==> src/rtl/pipe_hazard_ctrl_if.sv <==
// Pipeline hazard control bus: pipeline-stage observations in, stall/flush controls out.
// HAZARD_CTRL_STALL_CNT_EN adds the stall_cycles counter output.
interface pipe_hazard_ctrl_if;
   localparam int unsigned REG_W   = 5;
   localparam int unsigned STALL_W = 16;

   logic [REG_W-1:0] id_rs;
   logic [REG_W-1:0] id_rt;
   logic [REG_W-1:0] ex_rt;
   logic             ex_mem_read;
   logic             branch_taken;
   logic             mdu_start;

   logic             pc_enable;
   logic             if_id_enable;
   logic             if_id_flush;
   logic             id_ex_enable;
   logic             id_ex_flush;
   logic             ex_mem_flush;
   logic             mdu_busy;
`ifdef HAZARD_CTRL_STALL_CNT_EN
   logic [STALL_W-1:0] stall_cycles;
`endif

   modport master (
      output id_rs, id_rt, ex_rt, ex_mem_read, branch_taken, mdu_start,
`ifdef HAZARD_CTRL_STALL_CNT_EN
      input  stall_cycles,
`endif
      input  pc_enable, if_id_enable, if_id_flush, id_ex_enable, id_ex_flush,
             ex_mem_flush, mdu_busy
   );

   modport slave (
      input  id_rs, id_rt, ex_rt, ex_mem_read, branch_taken, mdu_start,
`ifdef HAZARD_CTRL_STALL_CNT_EN
      output stall_cycles,
`endif
      output pc_enable, if_id_enable, if_id_flush, id_ex_enable, id_ex_flush,
             ex_mem_flush, mdu_busy
   );
endinterface

==> src/rtl/pipe_hazard_ctrl.sv <==
// Load-use / branch / multi-cycle MDU hazard controller for a 5-stage pipeline.
// Define HAZARD_CTRL_STALL_CNT_EN to add a saturating stall_cycles counter.
module pipe_hazard_ctrl #(
   parameter int unsigned MDU_LATENCY = 8
) (
   input  logic                 clk,
   input  logic                 reset,
   pipe_hazard_ctrl_if.slave    hz
);
   localparam int unsigned CNT_W   = 8;
   localparam int unsigned STALL_W = 16;
   localparam logic [CNT_W-1:0] CNT_LOAD = CNT_W'(MDU_LATENCY - 1);

   typedef enum logic {
      ST_RUN      = 1'b0,
      ST_MDU_WAIT = 1'b1
   } state_e;

   state_e           state_q, state_d;
   logic [CNT_W-1:0] mdu_cnt_q, mdu_cnt_d;
   logic             load_use_c;

   // State register
   always_ff @(posedge clk) begin
      if (!reset) begin
         state_q   <= ST_RUN;
         mdu_cnt_q <= '0;
      end else begin
         state_q   <= state_d;
         mdu_cnt_q <= mdu_cnt_d;
      end
   end

   assign load_use_c = hz.ex_mem_read && (hz.ex_rt != '0) &&
                       ((hz.ex_rt == hz.id_rs) || (hz.ex_rt == hz.id_rt));

   // Next state; the wait ends when the decremented count reaches zero
   always_comb begin
      state_d   = state_q;
      mdu_cnt_d = mdu_cnt_q;
      unique case (state_q)
         ST_RUN: begin
            if (hz.mdu_start && !load_use_c) begin
               state_d   = ST_MDU_WAIT;
               mdu_cnt_d = CNT_LOAD;
            end
         end
         ST_MDU_WAIT: begin
            mdu_cnt_d = (mdu_cnt_q == '0) ? '0 : mdu_cnt_q - CNT_W'(1);
            if (mdu_cnt_d == '0) begin
               state_d = ST_RUN;
            end
         end
         default: begin
            state_d   = ST_RUN;
            mdu_cnt_d = '0;
         end
      endcase
   end

   // Outputs, priority MDU wait > load-use > branch flush > normal
   always_comb begin
      hz.pc_enable    = 1'b1;
      hz.if_id_enable = 1'b1;
      hz.if_id_flush  = 1'b0;
      hz.id_ex_enable = 1'b1;
      hz.id_ex_flush  = 1'b0;
      hz.ex_mem_flush = 1'b0;
      hz.mdu_busy     = 1'b0;
      if (state_q == ST_MDU_WAIT) begin
         hz.pc_enable    = 1'b0;
         hz.if_id_enable = 1'b0;
         hz.id_ex_enable = 1'b0;
         hz.ex_mem_flush = 1'b1;
         hz.mdu_busy     = 1'b1;
      end else if (load_use_c) begin
         hz.pc_enable    = 1'b0;
         hz.if_id_enable = 1'b0;
         hz.id_ex_flush  = 1'b1;
      end else if (hz.branch_taken) begin
         hz.if_id_flush  = 1'b1;
      end
   end

`ifdef HAZARD_CTRL_STALL_CNT_EN
   logic [STALL_W-1:0] stall_cycles_q, stall_cycles_d;

   always_comb begin
      stall_cycles_d = stall_cycles_q;
      if (!hz.pc_enable && (stall_cycles_q != '1)) begin
         stall_cycles_d = stall_cycles_q + STALL_W'(1);
      end
   end

   always_ff @(posedge clk) begin
      if (!reset) begin
         stall_cycles_q <= '0;
      end else begin
         stall_cycles_q <= stall_cycles_d;
      end
   end

   assign hz.stall_cycles = stall_cycles_q;
`endif
endmodule

==> src/flat_wrapper.sv <==
// flat-port wrapper written by rule: the top's interface ports become plain ports
module pipe_hazard_ctrl_flat 
#(
   parameter int unsigned MDU_LATENCY = 8
)
  (clk, reset, hz_id_rs, hz_id_rt, hz_ex_rt, hz_ex_mem_read, hz_branch_taken, hz_mdu_start, hz_pc_enable, hz_if_id_enable, hz_if_id_flush, hz_id_ex_enable, hz_id_ex_flush, hz_ex_mem_flush, hz_mdu_busy);
  pipe_hazard_ctrl_if hz_i ();
  input  logic clk;
  input  logic reset;
  input wire logic [$bits(hz_i.id_rs)-1:0] hz_id_rs;
  input wire logic [$bits(hz_i.id_rt)-1:0] hz_id_rt;
  input wire logic [$bits(hz_i.ex_rt)-1:0] hz_ex_rt;
  input wire logic [$bits(hz_i.ex_mem_read)-1:0] hz_ex_mem_read;
  input wire logic [$bits(hz_i.branch_taken)-1:0] hz_branch_taken;
  input wire logic [$bits(hz_i.mdu_start)-1:0] hz_mdu_start;
  output wire logic [$bits(hz_i.pc_enable)-1:0] hz_pc_enable;
  output wire logic [$bits(hz_i.if_id_enable)-1:0] hz_if_id_enable;
  output wire logic [$bits(hz_i.if_id_flush)-1:0] hz_if_id_flush;
  output wire logic [$bits(hz_i.id_ex_enable)-1:0] hz_id_ex_enable;
  output wire logic [$bits(hz_i.id_ex_flush)-1:0] hz_id_ex_flush;
  output wire logic [$bits(hz_i.ex_mem_flush)-1:0] hz_ex_mem_flush;
  output wire logic [$bits(hz_i.mdu_busy)-1:0] hz_mdu_busy;
  assign hz_i.id_rs = hz_id_rs;
  assign hz_i.id_rt = hz_id_rt;
  assign hz_i.ex_rt = hz_ex_rt;
  assign hz_i.ex_mem_read = hz_ex_mem_read;
  assign hz_i.branch_taken = hz_branch_taken;
  assign hz_i.mdu_start = hz_mdu_start;
  assign hz_pc_enable = hz_i.pc_enable;
  assign hz_if_id_enable = hz_i.if_id_enable;
  assign hz_if_id_flush = hz_i.if_id_flush;
  assign hz_id_ex_enable = hz_i.id_ex_enable;
  assign hz_id_ex_flush = hz_i.id_ex_flush;
  assign hz_ex_mem_flush = hz_i.ex_mem_flush;
  assign hz_mdu_busy = hz_i.mdu_busy;
  pipe_hazard_ctrl #(.MDU_LATENCY(MDU_LATENCY)) u_core (.clk(clk), .reset(reset), .hz(hz_i));
endmodule
==> config.mk <==
export PLATFORM = sky130hd
export DESIGN_NAME = pipe_hazard_ctrl_flat
export DESIGN_NICKNAME = d
export VERILOG_FILES = /design/src/rtl/pipe_hazard_ctrl_if.sv /design/src/rtl/pipe_hazard_ctrl.sv /design/src/flat_wrapper.sv
export SDC_FILE = /design/constraint.sdc
export NUM_CORES = 1
export LEC_CHECK = 0
export ABC_AREA = 1
export CAP_MARGIN = 5
export CORE_ASPECT_RATIO = 0.8
export CORE_MARGIN = 2
export CORE_UTILIZATION = 46
export DETAILED_ROUTE_END_ITERATION = 8
export PLACE_DENSITY = 0.91
export RECOVER_POWER = 50
export SYNTH_ARGS = -nofsm -noshare
export SYNTH_HDL_FRONTEND = slang
export SYNTH_SLANG_ARGS = --single-unit
==> constraint.sdc <==
create_clock -name clk -period 2.24 [get_ports clk]
set_input_delay 0.448 -clock clk [delete_from_list [all_inputs] [get_ports clk]]
set_output_delay 0.448 -clock clk [all_outputs]
set_load 0.01 [all_outputs]
==> results.md, run 1 <==
- Syn_nets: 167
- Worst path arrival time: 1710 ps
- Worst R2R End: u_core.state_q
- Total iterations of the first detailed-routing run: 4
- Post-synth top area share: 21.72%
- Hold slack: 473.5 ps
- Die W: 51.48 µm
- Layout Utilization: 67.35%
- Vias: 1017
- RSZ-0062 raised after global routing: false
- CP endpoint kind: primary output
- RR Startpoint: u_core.mdu_cnt_q[0]
- Flop pwr share: 31.2%
- CTS tree: yes
- Simple-gate share of the synthesized area: 49.17%
- Row cnt: 13
- Largest family of logic cells by synthesized area: simple AND/OR/NAND/NOR gates
- CP max stage delay: 480 ps
- Crit share post-route: 96.14%
- Total grt overflow: 0
- Complex-gate fraction of the synthesized area: 7.843%
- Buffers & Inverters on Critical Path: 4
- PwrDens: 548.0 mW/mm²
- Critical Path Start: hz_id_rs[3]
- Die Height: 41.98 µm
- R2R depth: 9
- Synth Cell Area: 829.5 µm²
- Sw frac: 40.03%
- WP data required: 1790 ps
- Cells after synthesis: 145
- Status: completed
- Nets@finish: 198
- Area of the multi-input gates: 509.2 µm²
- Leakage: 0.6057 nW
- Net switching power: 0.2451 mW
- Post-synthesis mux area share: 0%
- Final GP Congestion: 0.8676
- Layout cells sized above 1: 13.71%
- Int Power: 0.3672 mW
- Synth Area in XOR/XNOR: 3.167%
- Initial DRC Count: 35
- Fill cells: 158
- Combinational Power Share: 47.9%
- Via density: 5.162
- Synth cell types: 23
- Critical-path cell list: clkdlybuf4s50_1, inv_1, nand2_1, nand2_1, nor2_1, nand3_1, nand2_2, nand3_4, inv_1, clkdlybuf4s15_1
- Worst Hold Path Cells: 2
- CTS root buf: clkbuf_4
- Drt total wl: 2175 µm
- Sequential standard cell area: 180.2 µm²
- I/O pins: 27
- Tot GR Track Use: 21.45%
- Largest cells by area after synthesis: dfxtp_1 22%, nand2_1 21%, inv_1 10%
- Worst Setup EP: hz_id_ex_flush
- Starting Density: 50.00%
- Clock Path Buffers: 2
- Cell depth of the worst setup path: 10
- Worst-path fanout max: 2
- Startpoint types: input pin
- Initial antenna violation count: 0
- Mean Syn Cell Area: 5.721 µm²
- Most frequent cells in the layout: 48 x nand2_1, 22 x inv_1, 14 x clkdlybuf4s50_1
- Routed Antenna Nets: 0
- Sequential element share of the synthesized area: 21.72%
- Pin count of the biggest net entering global routing: 12
- Clock Skews: 1.378 ps
- Core ar.: 0.001659 mm²
- CP top delay family: buffers and inverters
- Commonest non-fill, non-tap cell in the layout: nand2_1
- Clock slew at reported path FFs: 60 ps
- CTS Sinks: 9
- Dpl hpwl: 1771 µm
- Max IR drop VDD: 0.4377 mV
- Area leader, netlist: dfxtp_1
- Vias in the first global route: 902
- Relative slew margins: 71.84%
- Slowest-stage cell, CP: clkdlybuf4s50_1
- FF-to-FF setup slack: 520 ps
- Fin crit period: 2153 ps
- Max Slew Vio Count: 0
- Worst-Skew Late Latency: 270 ps
- Yosys Warn Count: 0
- # hold bufs at CTS: 0
- Adder-Cell Fraction of Synth Area: 3.017%
- Fmax: 464.4 MHz
- H-tree levels: 1
- Maximum Capacitance Violations: 0
- Final Hold Fails: 0
- # diodes: 0
- Port bufs: 26
- Clk network pwr share: 21.0%
- Final routed DRC violation total: 0
- Synthesized flop and latch total: 9
- Final setup viols: 0
- Worst Hold Class: flip-flop to flip-flop
- First-pass GRT wire length: 3539 µm
- Avg WL per Cell: 11.04 µm
- Area growth syn-to-layout: 34.69%
- DIE AREA: 0.002161 mm²
- Slew @ Worst Pin: 420.9 ps
- Kind of critical path: input pin to primary output
- Number of buffers created by CTS: 3
- Total negative setup slack: 0 ps
-- worst reg2reg max path: stages, from the launching register on --
cell and delay (ps):
dfxtp_1 290, inv_1 150, ha_1 170, nand3_1 70, nor2_1 360, o21ai_0 180, nor2_1 150, nand3_1 90
nor2_1 100, nor2_1 40
-- cell usage after synthesis, drive strengths merged --
cell / number
nand3: 12
a21oi: 10
o21ai: 3
nor3b: 1
nand4: 3
nor2: 16
inv: 28
xnor2: 3
nor3: 2
dfxtp: 9
buf: 3
nand2: 51
or2: 2
ha: 2
-- sequential cells by signal, summed over array words and instances (netlist names) --
name              count
u_core.mdu_cnt_q      8
u_core.state_q        1
-- per-stage QoR --
step | instance area [µm²] | cells | power, mW | worst slack (ps)
floorplan | 829.5 | 145 | 0.3976 | 638.0
CTS | 1137 | 197 | 0.6231 | -47.81
global placement | 1120 | 193 | 0.4846 | -271.8
finish | 1117 | 197 | 0.6123 | 86.55
detailed placement | 1120 | 193 | 0.5022 | -372.2
global route | 1117 | 197 | 0.6532 | 10.82
-- per-layer routing --
layer	share of wire (%)	global-route usage, %
met2	47	37.44
met4	2.2	7.368
met3	8.6	6.071
met1	43	24.78
met5	0	0
-- power groups by stage --
stage / clock (mW) / combinational, mW / sequential [mW]
global placement: 0 / 0.292 / 0.193
CTS: 0.130 / 0.303 / 0.191
finish: 0.128 / 0.293 / 0.191
global route: 0.135 / 0.326 / 0.193
floorplan: 0 / 0.205 / 0.193
detailed placement: 0 / 0.308 / 0.194
-- final cells by class --
type | instances | area share, %
Clock buffer | 4 | 2.352
Inverter | 28 | 9.407
Multi-Input combinational cell | 105 | 45.58
Sequential cell | 9 | 16.13
Tap cell | 22 | 2.464
Timing Repair Buffer | 29 | 24.08
-- cells by family (layout without fill, tap and decap cells) --
logic type / count (synthesis) / after routing
compound gates: 13 / 13
fa+ha+maj: 2 / 2
simple gates: 87 / 87
xor+xnor: 3 / 3
flops: 9 / 9
buf+inv: 31 / 61
-- what timing repair did --
item                                    4_1_cts  5_1_grt
endpoints found under the setup margin        4        4
pin swaps                                     2        5
cloned                                        0        0
buffers inserted                              0        0
gates resized for setup                      12        9
-- how the worst min path moves through the flow --
stage                   startpoint                  end  slack [ps]
2_1_floorplan  u_core.mdu_cnt_q[6]  u_core.mdu_cnt_q[6]         440
6_report       u_core.mdu_cnt_q[6]  u_core.mdu_cnt_q[6]         470
3_5_place_dp   u_core.mdu_cnt_q[6]  u_core.mdu_cnt_q[6]         460
4_1_cts        u_core.mdu_cnt_q[6]  u_core.mdu_cnt_q[6]         470
5_1_grt        u_core.mdu_cnt_q[6]  u_core.mdu_cnt_q[6]         480
3_3_place_gp   u_core.mdu_cnt_q[6]  u_core.mdu_cnt_q[6]         450
No activity file was read; power rests on OpenSTA's default activity.
==> run 2, diff against run 1 <==
--- a/config.mk
+++ b/config.mk
@@ -10,8 +10,9 @@
 export CORE_ASPECT_RATIO = 0.8
 export CORE_MARGIN = 2
 export CORE_UTILIZATION = 46
+export CTS_CLUSTER_SIZE = 24
 export DETAILED_ROUTE_END_ITERATION = 8
-export PLACE_DENSITY = 0.91
+export PLACE_DENSITY = 0.8
 export RECOVER_POWER = 50
 export SYNTH_ARGS = -nofsm -noshare
 export SYNTH_HDL_FRONTEND = slang
==> run 2 against run 1 <==
  * Via count shrank 7.4%
  * Critical path type unchanged
  * Largest power group unchanged
  * Total power decreased by 1.9%
  * Critical path depth increased by 1
  * Utilization decreased by 1.1 points
  * Critical endpoint is now hz_if_id_enable
==> results.md, run 2 (synthesized netlist as in run 1, its figures left out) <==
- I/O pins: 27 (unchanged)
- Slew @ Worst Pin: 403.3 ps (-17.60 ps)
- Fmax: 471.1 MHz (+1.4%)
- Tot GR Track Use: 20.65% (-0.80 points)
- Total negative setup slack: 0 ps (unchanged)
- Port bufs: 26 (unchanged)
- Avg WL per Cell: 10.29 µm (-6.8%)
- Area growth syn-to-layout: 32.43%
- Sw frac: 39.34% (-0.69 points)
- Via density: 4.806 (-6.9%)
- FF-to-FF setup slack: 530 ps (about the same)
- Routed Antenna Nets: 0 (unchanged)
- Clock slew at reported path FFs: 60 ps (about the same)
- Flop pwr share: 31.8% (+0.6 points)
- Drt total wl: 2016 µm (-7.3%)
- Biggest register: u_core.mdu_cnt_q
- CTS Sinks: 9 (unchanged)
- Layout cells sized above 1: 12.64% (-1.1 points)
- Hold slack: 472.5 ps (-1.072 ps)
- Status: completed
- Worst-path fanout max: 2 (unchanged)
- Combinational Power Share: 47.1% (-0.8 points)
- Worst Hold Class: flip-flop to flip-flop
- Initial antenna violation count: 0 (unchanged)
- Crit share post-route: 94.77% (-1.4 points)
- Maximum Capacitance Violations: 0 (unchanged)
- Number of buffers created by CTS: 3 (unchanged)
- First-pass GRT wire length: 3367 µm (-4.9%)
- Initial DRC Count: 28 (-20%)
- Pin count of the biggest net entering global routing: 12 (unchanged)
- PwrDens: 546.7 mW/mm² (-0.24%)
- WP data required: 1790 ps (about the same)
- CTS root buf: clkbuf_4
- Most frequent cells in the layout: 48 x nand2_1, 23 x inv_1, 14 x clkdlybuf4s50_1
- Worst R2R End: u_core.state_q
- Final routed DRC violation total: 0 (unchanged)
- Vias in the first global route: 852 (-5.5%)
- Die Height: 41.98 µm (unchanged)
- Layout Utilization: 66.21% (-1.1 points)
- Max reg flops: 8 (unchanged)
- RR Startpoint: u_core.mdu_cnt_q[0]
- Largest regs: u_core.mdu_cnt_q (8), u_core.state_q (1)
- Int Power: 0.3643 mW (-0.78%)
- R2R depth: 11 (+2)
- Fin crit period: 2123 ps (-30.65 ps)
- Kind of critical path: input pin to primary output
- Row cnt: 13 (unchanged)
- Starting Density: 50.00% (unchanged)
- Commonest non-fill, non-tap cell in the layout: nand2_1
- Worst path arrival time: 1670 ps (-40 ps)
- Design area: 0.001099 mm² (-1.7%)
- Final Hold Fails: 0 (unchanged)
- Startpoint types: input pin
- Worst Setup EP: hz_if_id_enable
- Max Slew Vio Count: 0 (unchanged)
- Die W: 51.48 µm (unchanged)
- DP Area: 0.001112 mm² (-0.67%)
- Worst-Skew Late Latency: 260 ps (about the same)
- Clk network pwr share: 21.1% (about the same)
- Dpl hpwl: 1683 µm (-5.0%)
- RSZ-0062 raised after global routing: false
- Vias: 942 (-7.4%)
- Leakage: 0.5877 nW (-3.0%)
- Net switching power: 0.2363 mW (-3.6%)
- Clock Path Buffers: 2 (unchanged)
- Nets@finish: 197 (-0.51%)
- Final GP Congestion: 0.8429 (-2.8%)
- Total grt overflow: 0 (unchanged)
- CP endpoint kind: primary output
- CTS tree: yes
- Critical Path Start: hz_id_rt[0]
- # diodes: 0 (unchanged)
- Final setup viols: 0 (unchanged)
- Max IR drop VDD: 0.4568 mV (+4.4%)
- Clock Skews: 3.543 ps (+2.165 ps)
- Core ar.: 0.001659 mm² (unchanged)
- Total iterations of the first detailed-routing run: 4 (unchanged)
- DIE AREA: 0.002161 mm² (unchanged)
- # hold bufs at CTS: 0 (unchanged)
- Relative slew margins: 73.02% (+1.2 points)
- H-tree levels: 1 (unchanged)
==> run 2: power groups by stage <==
stage / Combinational (mW) / Clock, mW / Sequential, mW
after floorplan: 0.205 / 0 / 0.193
after global placement: 0.294 / 0 / 0.193
after detailed placement: 0.302 / 0 / 0.194
after CTS: 0.297 / 0.130 / 0.191
after global routing: 0.320 / 0.142 / 0.193
final: 0.283 / 0.127 / 0.191
==> run 2: how the worst min path moves through the flow <==
| stage | from | end | slack, ps | cells past startpoint |
|---|---|---|---|---|
| 3_3_place_gp | u_core.mdu_cnt_q[6] | u_core.mdu_cnt_q[6] | 450 | 2 |
| 4_1_cts | u_core.mdu_cnt_q[6] | u_core.mdu_cnt_q[6] | 470 | 2 |
| 6_report | u_core.mdu_cnt_q[6] | u_core.mdu_cnt_q[6] | 470 | 2 |
| 3_5_place_dp | u_core.mdu_cnt_q[6] | u_core.mdu_cnt_q[6] | 460 | 2 |
| 2_1_floorplan | u_core.mdu_cnt_q[6] | u_core.mdu_cnt_q[6] | 440 | 2 |
| 5_1_grt | u_core.mdu_cnt_q[6] | u_core.mdu_cnt_q[6] | 510 | 2 |
==> run 2: cell type report <==
| type | count | area (µm²) |
|---|---|---|
| multi-input combinational | 105 | 509.2 |
| timing repair buffer | 28 | 250.2 |
| tap | 22 | 27.53 |
| clock buffer | 4 | 26.28 |
| inverter | 28 | 105.1 |
| sequential | 9 | 180.2 |
| fill | 172 | 560.5 |
==> run 2: timing repair <==
action	4_1_cts	5_1_grt
buffers inserted	0	0
pin swaps	1	4
gates resized for setup	14	7
endpoints found under the setup margin	4	4
==> run 2: per-stage QoR <==
| stage | setup slack [ps] | std cells | total power [mW] |
|---|---|---|---|
| 3_5_place_dp | -324.7 | 192 | 0.4963 |
| 2_1_floorplan | 638.0 | 145 | 0.3976 |
| 3_3_place_gp | -320.1 | 192 | 0.4873 |
| 4_1_cts | 0.3687 | 196 | 0.6179 |
| 5_1_grt | 14.36 | 196 | 0.6547 |
| 6_report | 117.2 | 196 | 0.6006 |
==> run 2: layer usage <==
metal  vias to the layer above  global-route usage, %  part of all wire, %
li1                        503                      -                    -
met1                       407                  28.35                   49
met2                        30                  30.00                   45
met3                         2                  7.857                  6.0
met4                         0                  5.789                 0.50
met5                         -                      0                    0
==> run 2: worst max-delay path: stages <==
cell             delay, ps
clkdlybuf4s50_1        480
nand2_1                 60
inv_1                   50
nor2_1                  30
nor2_1                 100
nand3_1                100
nand2_2                100
nand2_1                 50
nand2_1                 70
inv_1                   50
buf_2                  130
==> run 3, diff against run 2 <==
--- a/config.mk
+++ b/config.mk
@@ -6,13 +6,13 @@
 export NUM_CORES = 1
 export LEC_CHECK = 0
 export ABC_AREA = 1
-export CAP_MARGIN = 5
+export CAP_MARGIN = 25
 export CORE_ASPECT_RATIO = 0.8
 export CORE_MARGIN = 2
-export CORE_UTILIZATION = 46
+export CORE_UTILIZATION = 41
 export CTS_CLUSTER_SIZE = 24
 export DETAILED_ROUTE_END_ITERATION = 8
-export PLACE_DENSITY = 0.8
+export PLACE_DENSITY = 0.75
 export RECOVER_POWER = 50
 export SYNTH_ARGS = -nofsm -noshare
 export SYNTH_HDL_FRONTEND = slang
==> constraint.sdc (replaced) <==
create_clock -name clk -period 1.9 [get_ports clk]
set_input_delay 0.38 -clock clk [delete_from_list [all_inputs] [get_ports clk]]
set_output_delay 0.38 -clock clk [all_outputs]
set_load 0.01 [all_outputs]
==> run 3 against run 2 <==
  * Flip-flop and latch count unchanged
  * Routed wire length increased by 7.3%
  * Global-route usage decreased by 0.85 points
  * Critical path type unchanged
  * Die area increased by 11%
  * Critical path depth decreased by 2
  * Non-clock buffer count increased by 1
  * Highest routed layer unchanged
  * Critical endpoint is now hz_id_ex_flush
  * Via count increased by 3.9%
==> results.md, run 3 (synthesized netlist as in run 1, its figures left out) <==
- CP max stage delay: 270 ps (-210 ps)
- Routed Antenna Nets: 0 (unchanged)
- PwrDens: 655.3 mW/mm² (+20%)
- # diodes: 0 (unchanged)
- Port bufs: 26 (unchanged)
- Slew @ Worst Pin: 308.1 ps (-95.19 ps)
- Critical-path cell list: dlygate4sd2_1, inv_1, nand4_1, o21ai_1, inv_1, clkbuf_1, nand3_4, inv_1, buf_2
- Relative slew margins: 79.30% (+6.3 points)
- Number of buffers created by CTS: 3 (unchanged)
- R2R depth: 10 (-1)
- CTS Sinks: 9 (unchanged)
- Maximum Capacitance Violations: 0 (unchanged)
- Design area: 0.001107 mm² (+0.80%)
- Final routed DRC violation total: 0 (unchanged)
- Final Hold Fails: 0 (unchanged)
- H-tree levels: 1 (unchanged)
- CP dominant cell by count: inv_1
- CP endpoint kind: primary output
- Placed cells: 195 (+1.6%)
- Nets@finish: 198 (+0.51%)
- Initial DRC Count: 27 (-3.6%)
- Fmax: 558.7 MHz
- Drt total wl: 2164 µm (+7.3%)
- Critical Path Start: hz_ex_rt[0]
- DP Area: 0.001122 mm² (+0.90%)
- Final setup viols: 0 (unchanged)
- Total iterations of the first detailed-routing run: 4 (unchanged)
- Startpoint types: input pin
- Starting Density: 43.85% (-6.2 points)
- RR Startpoint: u_core.mdu_cnt_q[0]
- Final GP Congestion: 0.8882 (+5.4%)
- Worst-Skew Late Latency: 270 ps (about the same)
- Total grt overflow: 0 (unchanged)
- First-pass GRT wire length: 3477 µm (+3.3%)
- Cell depth of the worst setup path: 9 (-2)
- Most frequent cells in the layout: 48 x nand2_1, 23 x inv_1, 12 x nor2_1
- Largest regs: u_core.mdu_cnt_q (8), u_core.state_q (1)
- WP data required: 1520 ps (-270 ps)
- Worst path arrival time: 1410 ps (-260 ps)
- Area growth syn-to-layout: 33.48%
- Max Slew Vio Count: 0 (unchanged)
- Layout cells sized above 1: 14.29% (+1.6 points)
- Leakage: 0.6058 nW (+3.1%)
- I/O pins: 27 (unchanged)
- Status: completed
- RSZ-0062 raised after global routing: false
- DIE AREA: 0.002401 mm² (+11%)
- FF-to-FF setup slack: 350 ps (-180 ps)
- Hold slack: 462.5 ps (-9.961 ps)
- CTS root buf: clkbuf_4
- Via density: 4.920 (+2.4%)
- Non-filler instance count after layout: 199 (+1.5%)
- Worst Setup EP: hz_id_ex_flush
- Clock slew at reported path FFs: 60 ps (about the same)
- Dpl hpwl: 1794 µm (+6.6%)
- # hold bufs at CTS: 0 (unchanged)
- Commonest non-fill, non-tap cell in the layout: nand2_1
- Worst-path fanout max: 4 (+2)
- Initial antenna violation count: 0 (unchanged)
- Vias in the first global route: 847 (-0.59%)
- Pin count of the biggest net entering global routing: 12 (unchanged)
- Worst R2R End: u_core.state_q
- Die W: 54.29 µm (+5.5%)
- Max reg flops: 8 (unchanged)
- Biggest register: u_core.mdu_cnt_q
- Buffers & Inverters on Critical Path: 6 (+2)
- Row cnt: 14 (+1)
- CP top delay family: buffers and inverters
- Clock Skews: 2.115 ps (-1.428 ps)
- Worst Hold Class: flip-flop to flip-flop
- Vias: 979 (+3.9%)
- Clock Path Buffers: 2 (unchanged)
- Crit share post-route: 94.21%
- Slowest-stage cell, CP: dlygate4sd2_1
- Tot GR Track Use: 19.80% (-0.85 points)
- CTS tree: yes
- Max IR drop VDD: 0.4502 mV (-1.4%)
- Avg WL per Cell: 10.87 µm (+5.7%)
- Fin crit period: 1790 ps
- Kind of critical path: input pin to primary output
- Die Height: 44.23 µm (+5.4%)
- Core ar.: 0.001892 mm² (+14%)
## run 3: where the power goes
part	internal, mW	switching (mW)
sequential	0.209	0.0166
combinational	0.140	0.204
clock	0.0814	0.0744
## run 3: worst min-delay path: stages (launching register included)
cell and delay, ps:
dfxtp_1 310, nand2_1 60, a21oi_1 50
## run 3: per-layer routing
layer | wire (µm) | GRT usage, % | share of wire (%)
met5 | 0 | 0 | 0
met4 | 19 | 4.000 | 0.88
met3 | 160 | 6.081 | 7.4
met2 | 1023 | 33.25 | 47
met1 | 961 | 24.95 | 44
## run 3: stage by stage
step                setup TNS [ps]  utilization (%)  setup slack, ps  power, mW
global placement             -1925            59.33           -483.4     0.5763
floorplan                        0                -            434.0     0.4687
global route                     0            58.53            20.18     0.7870
finish                           0            58.53            110.1     0.7256
CTS                              0            58.80            13.96     0.7285
detailed placement           -2245            59.33           -530.2     0.5893
## run 3: timing repair
| item | 4_1_cts | 5_1_grt |
|---|---|---|
| setup endpoints to repair | 4 | 4 |
| pin swaps | 7 | 3 |
| buffers inserted | 0 | 0 |
| resized for setup | 31 | 6 |
## run 3: layout make-up
class,instances,area [µm²]
tap,24,30.03
fill,203,784.5
clock buffer,4,26.28
inverter,28,105.1
multi-input combinational,105,524.3
timing repair buffer,29,241.5
sequential,9,180.2
## run 3: how the worst min path moves through the flow
stage,from,to,depth (start not counted)
after detailed placement,u_core.mdu_cnt_q[6],u_core.mdu_cnt_q[6],2
after global routing,u_core.mdu_cnt_q[6],u_core.mdu_cnt_q[6],2
after floorplan,u_core.mdu_cnt_q[6],u_core.mdu_cnt_q[6],2
final,u_core.mdu_cnt_q[6],u_core.mdu_cnt_q[6],2
after global placement,u_core.mdu_cnt_q[6],u_core.mdu_cnt_q[6],2
after CTS,u_core.mdu_cnt_q[6],u_core.mdu_cnt_q[6],2
